## src/rtl/iir_csa_pkg.sv

```systemverilog
// iir_csa_pkg
// Shared definitions for the carry-propagate stage behind the IIR carry-save
// summation tree: default word and segment widths, the derived segment
// count, and the token that moves through the segmented adder pipeline.
package iir_csa_pkg;

  localparam int CSA_WIDTH = 16;
  localparam int CSA_SEG   = 4;
  localparam int CSA_NSEG  = CSA_WIDTH / CSA_SEG;

  // One pipeline token.
  //   vld   : token present in this stage
  //   opa   : sum-vector operand bits (upper segments still to be consumed)
  //   opb   : carry-vector operand bits (upper segments still to be consumed)
  //   res   : result bits resolved so far (lower segments)
  //   carry : carry out of the most recently resolved segment
  //   msb   : {sum_vec MSB, carry_vec MSB}, needed for overflow at the end
  //   ovf   : signed overflow, only meaningful in the last stage
  typedef struct packed {
    logic                 vld;
    logic [CSA_WIDTH-1:0] opa;
    logic [CSA_WIDTH-1:0] opb;
    logic [CSA_WIDTH-1:0] res;
    logic                 carry;
    logic [1:0]           msb;
    logic                 ovf;
  } csa_tok_t;

endpackage

```

## src/rtl/cpa_segment.sv

```systemverilog
// cpa_segment
// SEG-bit combinational ripple-carry adder built from full_adder cells.
// Ports: a, b (SEG-bit addends), c_in (carry in);
//        sum (SEG-bit sum), c_out (carry out of the top bit).
module cpa_segment
  import iir_csa_pkg::*;
#(
  parameter int SEG = CSA_SEG
) (
  input  logic [SEG-1:0] a,
  input  logic [SEG-1:0] b,
  input  logic           c_in,
  output logic [SEG-1:0] sum,
  output logic           c_out
);

  logic [SEG:0] c;

  assign c[0] = c_in;

  for (genvar i = 0; i < SEG; i++) begin : g_fa
    full_adder u_fa (
      .a    (a[i]),
      .b    (b[i]),
      .c_in (c[i]),
      .sum  (sum[i]),
      .c_out(c[i+1])
    );
  end

  assign c_out = c[SEG];

endmodule

```

## src/rtl/full_adder.sv

```systemverilog
// full_adder
// Single-bit full adder cell, shared with the carry-save rows upstream.
// Ports: a, b, c_in (addends and carry in); sum, c_out (sum and carry out).
module full_adder (
  input  logic a,
  input  logic b,
  input  logic c_in,
  output logic sum,
  output logic c_out
);

  assign sum   = a ^ b ^ c_in;
  assign c_out = (a & b) | (c_in & (a ^ b));

endmodule

```

## src/rtl/csa_resolve.sv

```systemverilog
// csa_resolve
// Resolves the redundant sum/carry pair from the CSA tree into one
// two's-complement word using a segmented, pipelined ripple adder.
// Stage k resolves bits [k*SEG +: SEG]; the carry between segments is
// registered, so the result appears NSEG cycles after the input transfer.
// A single global stall (output valid but not accepted) freezes every stage,
// bubbles included.
//
// Optional build macro CSA_RESOLVE_SAT_EN: when defined, an overflowing
// result is clamped to the most positive / most negative value in the last
// stage (overflow is still flagged). Otherwise the result wraps.
//
// Ports:
//   clk, rst   : clock (rising edge), synchronous active-high reset
//   in_valid   : sum_vec/carry_vec pair is valid
//   in_ready   : pair is accepted this cycle
//   sum_vec    : CSA sum vector (WIDTH bits)
//   carry_vec  : CSA carry vector, already weight-aligned (WIDTH bits)
//   out_valid  : result/carry_out/overflow are valid
//   out_ready  : downstream accepts the result
//   result     : (sum_vec + carry_vec) mod 2^WIDTH (or saturated)
//   carry_out  : unsigned carry out of bit WIDTH-1
//   overflow   : signed overflow of the addition
//
// WIDTH must be a multiple of SEG and no wider than CSA_WIDTH.
module csa_resolve
  import iir_csa_pkg::*;
#(
  parameter int WIDTH = CSA_WIDTH,
  parameter int SEG   = CSA_SEG
) (
  input  logic             clk,
  input  logic             rst,
  input  logic             in_valid,
  output logic             in_ready,
  input  logic [WIDTH-1:0] sum_vec,
  input  logic [WIDTH-1:0] carry_vec,
  output logic             out_valid,
  input  logic             out_ready,
  output logic [WIDTH-1:0] result,
  output logic             carry_out,
  output logic             overflow
);

  localparam int NSEG = WIDTH / SEG;

  logic stall;
  logic adv;

  // Clamp value for an overflowed sum: the two operands share a sign, so the
  // true result lies beyond the range on that side.
  function automatic logic [CSA_WIDTH-1:0] sat_word(input logic neg);
    logic [CSA_WIDTH-1:0] w;
    w = '0;
    if (neg) w[WIDTH-1]   = 1'b1;
    else     w[WIDTH-2:0] = '1;
    return w;
  endfunction

  assign stall    = out_valid && !out_ready;
  assign adv      = !stall;
  assign in_ready = adv;

  for (genvar k = 0; k < NSEG; k++) begin : g_stg
    csa_tok_t       src;
    csa_tok_t       nxt;
    csa_tok_t       tok_p;
    logic [SEG-1:0] seg_sum;
    logic           seg_cout;
    logic           stg_unused;

    // Stage k input: the port pair for stage 0, the previous token otherwise
    if (k == 0) begin : g_src
      always_comb begin
        src       = '0;
        src.vld   = in_valid;
        src.opa   = CSA_WIDTH'(sum_vec);
        src.opb   = CSA_WIDTH'(carry_vec);
        src.msb   = {sum_vec[WIDTH-1], carry_vec[WIDTH-1]};
      end
    end else begin : g_src
      assign src = g_stg[k-1].tok_p;
    end

    cpa_segment #(
      .SEG(SEG)
    ) u_seg (
      .a    (src.opa[k*SEG +: SEG]),
      .b    (src.opb[k*SEG +: SEG]),
      .c_in (src.carry),
      .sum  (seg_sum),
      .c_out(seg_cout)
    );

    always_comb begin
      nxt                   = src;
      nxt.res[k*SEG +: SEG] = seg_sum;
      nxt.carry             = seg_cout;
      nxt.ovf               = 1'b0;
      if (k == NSEG - 1) begin
        // seg_sum[SEG-1] is the result MSB before any clamping
        nxt.ovf = (src.msb[1] == src.msb[0]) && (seg_sum[SEG-1] != src.msb[1]);
`ifdef CSA_RESOLVE_SAT_EN
        if (nxt.ovf) nxt.res = sat_word(src.msb[1]);
`endif
      end
    end

    // Stage k register; the last stage also drives the outputs, so its
    // visible fields are cleared by reset along with the valid bit
    always_ff @(posedge clk) begin
      if (rst) begin
        tok_p.vld <= 1'b0;
        if (k == NSEG - 1) begin
          tok_p.res   <= '0;
          tok_p.carry <= 1'b0;
          tok_p.ovf   <= 1'b0;
        end
      end else if (adv) begin
        tok_p <= nxt;
      end
    end

    // Consumed operand bits are not read downstream; this sink keeps the
    // token a single whole-word register
    assign stg_unused = ^tok_p;
  end

  assign out_valid = g_stg[NSEG-1].tok_p.vld;
  assign result    = g_stg[NSEG-1].tok_p.res[WIDTH-1:0];
  assign carry_out = g_stg[NSEG-1].tok_p.carry;
  assign overflow  = g_stg[NSEG-1].tok_p.ovf;

endmodule

```

## config.mk

```make
export PLATFORM = sky130hd
export DESIGN_NAME = csa_resolve
export DESIGN_NICKNAME = d
export VERILOG_FILES = /design/src/rtl/iir_csa_pkg.sv /design/src/rtl/cpa_segment.sv /design/src/rtl/full_adder.sv /design/src/rtl/csa_resolve.sv
export SDC_FILE = /design/constraint.sdc
export NUM_CORES = 1
export LEC_CHECK = 0
export CORE_MARGIN = 2
export CORE_UTILIZATION = 56
export CTS_CLUSTER_DIAMETER = 60
export DETAILED_ROUTE_END_ITERATION = 8
export PLACE_DENSITY_LB_ADDON = 0.25
export SETUP_SLACK_MARGIN = 0.15
export SKIP_LAST_GASP = 1
export SLEW_MARGIN = 10
export SYNTH_ARGS = -nofsm -noshare
export SYNTH_HDL_FRONTEND = slang
export SYNTH_SLANG_ARGS = --single-unit
```

## constraint.sdc

```tcl
create_clock -name clk -period 12.1 [get_ports clk]
set_input_delay 1.21 -clock clk [delete_from_list [all_inputs] [get_ports clk]]
set_output_delay 1.21 -clock clk [all_outputs]
set_load 0.1 [all_outputs]
```

==> flow_summary.html <==
<table>
<tr><th>Metric</th><th>Value</th></tr>
<tr><th colspan="2">Clocking</th></tr>
<tr><td>CTS H-tree depth</td><td>3</td></tr>
<tr><td>CTS clk-pin slew, worst paths</td><td>0.08 ns</td></tr>
<tr><td>TritonCTS clock tree</td><td>yes</td></tr>
<tr><td>CTS Sinks</td><td>97</td></tr>
<tr><td>Post_cts resized</td><td>0</td></tr>
<tr><td>Post-cts hold buffer count</td><td>0</td></tr>
<tr><td>Later-pin clock latency in the skew report</td><td>0.34 ns</td></tr>
<tr><td>Post-CTS Setup Repair Bufs</td><td>0</td></tr>
<tr><td>CTS Root Cell</td><td>clkbuf_8</td></tr>
<tr><td>Deepest clock path buffer count</td><td>2</td></tr>
<tr><td>Number of buffers inserted during clock tree synthesis</td><td>9</td></tr>
<tr><th colspan="2">STA</th></tr>
<tr><td>Final worst path period need</td><td>4.70 ns</td></tr>
<tr><td>Slew margin rel.</td><td>33.8%</td></tr>
<tr><td>Tightest hold margin</td><td>0.419 ns</td></tr>
<tr><td>Total Negative Setup Slacks</td><td>0 ns</td></tr>
<tr><td>Setup repair after global routing missed its margin</td><td>no</td></tr>
<tr><td>Setup violation total in the final timing report</td><td>0</td></tr>
<tr><td>Final Max Slew Viols</td><td>0</td></tr>
<tr><td>Final cycle utilization of the critical path</td><td>38.8%</td></tr>
<tr><td>Clk_skew</td><td>0.00585 ns</td></tr>
<tr><td>Highest Clock Rate</td><td>0.213 GHz</td></tr>
<tr><td>Measured slew at the worst slew-check pin</td><td>0.990 ns</td></tr>
<tr><td>Final hold vios</td><td>0</td></tr>
<tr><th colspan="2">Finish</th></tr>
<tr><td>Net count reported at finish</td><td>332</td></tr>
<tr><td>Area growth from synthesis to layout</td><td>23.4%</td></tr>
<tr><td>ANT cells</td><td>0</td></tr>
<tr><td>Layout cells sized above 1</td><td>7.75%</td></tr>
<tr><td>Count of placed standard cells in the final layout, fillers left out</td><td>359</td></tr>
<tr><th colspan="2">Floorplanning</th></tr>
<tr><td>Initial core utilization</td><td>58.3%</td></tr>
<tr><td>Site Rows</td><td>28</td></tr>
<tr><td>Floorplan core area</td><td>0.00599 mm²</td></tr>
<tr><td>Width of the chip</td><td>83.0 µm</td></tr>
<tr><td>Die Footprint</td><td>0.00689 mm²</td></tr>
<tr><td>Die height</td><td>83.0 µm</td></tr>
<tr><td>I/O pin count</td><td>56</td></tr>
<tr><th colspan="2">Detailed routing</th></tr>
<tr><td>Per-cell via count in the routed design</td><td>4.81</td></tr>
<tr><td>Wire per inst</td><td>13.3 µm</td></tr>
<tr><td>Detailed router's first-iteration violation count</td><td>147</td></tr>
<tr><td>Residual DRC count</td><td>0</td></tr>
<tr><td>TritonRoute pass-1 iters</td><td>4</td></tr>
<tr><td>Remaining number of nets flagged by the antenna check after routing</td><td>0</td></tr>
<tr><td>Total via count in the routed design</td><td>1727</td></tr>
<tr><td>Routed wire length</td><td>4.76 mm</td></tr>
<tr><th colspan="2">GRT</th></tr>
<tr><td>Pin count of the biggest net entering global routing</td><td>42</td></tr>
<tr><td>Overflow after GRT</td><td>0</td></tr>
<tr><td>Antenna violations before repair</td><td>0</td></tr>
<tr><td>First-pass GRT wire length</td><td>7.89 mm</td></tr>
<tr><td>Via count of the first global-routing pass</td><td>1783</td></tr>
<tr><td>Total routing usage reported by global routing</td><td>15.1%</td></tr>
<tr><th colspan="2">Critical path</th></tr>
<tr><td>Worst Path Arrival</td><td>3.49 ns</td></tr>
<tr><td>Critical path peak fanout</td><td>24</td></tr>
<tr><td>Data required time at the worst endpoint</td><td>10.89 ns</td></tr>
<tr><td>CP Launch Type</td><td>input port</td></tr>
<tr><td>Critical Path End Type</td><td>output pin</td></tr>
<tr><td>Bufs and invs on worst path</td><td>3</td></tr>
<tr><td>Family with the most delay on the worst path</td><td>buffers and inverters</td></tr>
<tr><td>Crit-path max cell delay</td><td>1.06 ns</td></tr>
<tr><td>Crit Path Class</td><td>in -&gt; out</td></tr>
<tr><td>Worst-path cell chain</td><td>clkdlybuf4s50_1, nor2b_4, inv_2, clkdlybuf4s50_1</td></tr>
<tr><td>Cell type with the highest occurrence count on the critical path</td><td>clkdlybuf4s50_1</td></tr>
<tr><td>Library cell contributing the largest single delay on the critical path</td><td>clkdlybuf4s50_1</td></tr>
<tr><th colspan="2">Placed design</th></tr>
<tr><td>Number of placed instances, taps included</td><td>343</td></tr>
<tr><td>RD Place Congestion</td><td>0.728</td></tr>
<tr><td>Port buffer count</td><td>55</td></tr>
<tr><td>Detailed Place HPWL</td><td>3.27 mm</td></tr>
<tr><th colspan="2">Synthesis</th></tr>
<tr><td>Leading cell type by number of instances after synthesis</td><td>edfxtp_1</td></tr>
<tr><td>Number of distinct standard cells referenced by the synthesized netlist</td><td>18</td></tr>
<tr><td>Flip-flop cell with the highest count after synthesis</td><td>edfxtp_1</td></tr>
<tr><td>Number of register bits inferred by synthesis</td><td>97</td></tr>
<tr><td>Leading cell types by total area after synthesis</td><td>edfxtp_1 64%, dfxtp_1 13%, fa_1 8.6%, nand2_1 3.8%, inv_1 3.4%</td></tr>
<tr><td>Gate count of the mapped netlist</td><td>218</td></tr>
<tr><td>Sequential share of the synthesized area</td><td>77.1%</td></tr>
<tr><td>Combined area of all synthesized cells</td><td>0.00349 mm²</td></tr>
<tr><td>Post-synth top area cell</td><td>edfxtp_1</td></tr>
<tr><td>Most used standard cells in the synthesized netlist</td><td>75 x edfxtp_1, 35 x nand2_1, 32 x inv_1</td></tr>
<tr><td>Area share of the leading cell type in the synthesized netlist</td><td>64.5%</td></tr>
<tr><td>Number of flops mapped to enable cells by yosys</td><td>75</td></tr>
<tr><td>Net count after synthesis</td><td>271</td></tr>
<tr><td>Mean instance size in the synthesized netlist</td><td>16.0 µm²</td></tr>
<tr><td>Fraction of registers with async set/reset</td><td>0%</td></tr>
<tr><td>Syn. warnings</td><td>0</td></tr>
<tr><th colspan="2">Power</th></tr>
<tr><td>Largest voltage drop on the vdd net</td><td>0.0963 mV</td></tr>
<tr><td>Static leakage</td><td>1.65 nW</td></tr>
<tr><td>Total power</td><td>0.692 mW</td></tr>
<tr><td>Total power divided by cell area</td><td>161 mW/mm²</td></tr>
<tr><th colspan="2">Flow run</th></tr>
<tr><td>Total of max-cap violations</td><td>0</td></tr>
<tr><th colspan="2">Min path</th></tr>
<tr><td>Worst min-delay path category</td><td>reg -&gt; reg</td></tr>
<tr><th colspan="2">Run status</th></tr>
<tr><td>Run status</td><td>finished clean</td></tr>
</table>
-- placed cells by master, fill, tap and decap left out, drive strengths merged, types with 3 or more instances in the layout --
| master | Yosys | layout |
|---|---|---|
| clkinv | 0 | 3 |
| clkbuf | 1 | 9 |
| a21oi | 18 | 18 |
| clkdlybuf4s50 | 0 | 55 |
| dfxtp | 22 | 22 |
| fa | 15 | 15 |
| nor2 | 6 | 6 |
| nand2 | 35 | 35 |
| edfxtp | 75 | 75 |
| inv | 33 | 34 |
| a211oi | 3 | 3 |
-- cell type report --
| cell class | instances | area, µm² |
|---|---|---|
| Inverter | 33 | 124 |
| Clock inverter | 7 | 70.1 |
| Multi-Input combinational cell | 82 | 647 |
| Fill cell | 394 | 1680 |
| Tap cell | 75 | 93.8 |
| Sequential cell | 97 | 2690 |
| Timing Repair Buffer | 56 | 558 |
| Clock buffer | 9 | 124 |
-- layer usage --
layer | GRT usage, % | routed length (µm) | share of wire, % | up-vias
li1 | - | - | - | 845
met1 | 16.8 | 1860 | 39 | 830
met2 | 25.4 | 2620 | 55 | 44
met3 | 6.36 | 196 | 4.1 | 8
met4 | 6.86 | 83 | 1.7 | 0
met5 | 0 | 0 | 0 | -
-- worst paths after layout --
kind | startpoint | end | slack [ns] | cells past startpoint
setup / recovery | out_ready | in_ready | 7.40 | 4
setup reg to reg | g_stg[2].tok_p[48] | overflow | 9.27 | 10
hold reg to reg | g_stg[0].tok_p[29] | g_stg[1].tok_p[29] | 0.42 | 0
hold / removal | g_stg[0].tok_p[29] | g_stg[1].tok_p[29] | 0.42 | 0
-- power by group --
part | internal, mW | switching [mW] | total (mW)
sequential | 0.388 | 0.00868 | 0.397
combinational | 0.0309 | 0.0666 | 0.0975
clock | 0.0951 | 0.103 | 0.198
-- cell families (layout without fill, tap and decap cells) --
family                   count (synthesis)  in the layout  synth area share, %
flip-flops                              97             97                 77.1
AO/OA/AOI/OAI                           21             21                 3.76
XOR/XNOR                                 1              1                0.251
AND/OR/NAND/NOR                         43             43                 4.98
buffers and inverters                   39            105                 4.62
adder cells (fa/ha/maj)                 17             17                 9.31
-- per-stage QoR --
step | cell area (µm²) | worst slack, ns | util (%)
global route | 4310 | 7.32 | 71.9
floorplan | 3490 | 7.05 | -
global placement | 4120 | 7.45 | 68.7
detailed placement | 4120 | 7.41 | 68.7
finish | 4310 | 7.40 | 71.9
CTS | 4310 | 7.39 | 71.9
-- flip-flops by register name, summed over array words and instances, names as in the netlist --
| register | cells |
|---|---|
| out_valid | 1 |
| overflow | 1 |
| g_stg.tok_p | 78 |
| carry_out | 1 |
| result | 16 |
-- worst register-to-register path, stage by stage (launching register included) --
cell	delay, ns
edfxtp_1	0.41
fa_1	0.43
inv_1	0.10
fa_1	0.18
inv_1	0.05
fa_1	0.40
inv_1	0.11
fa_1	0.45
xor2_1	0.18
or3_1	0.32
a21oi_2	0.13
(Power assumes the default switching activity.)
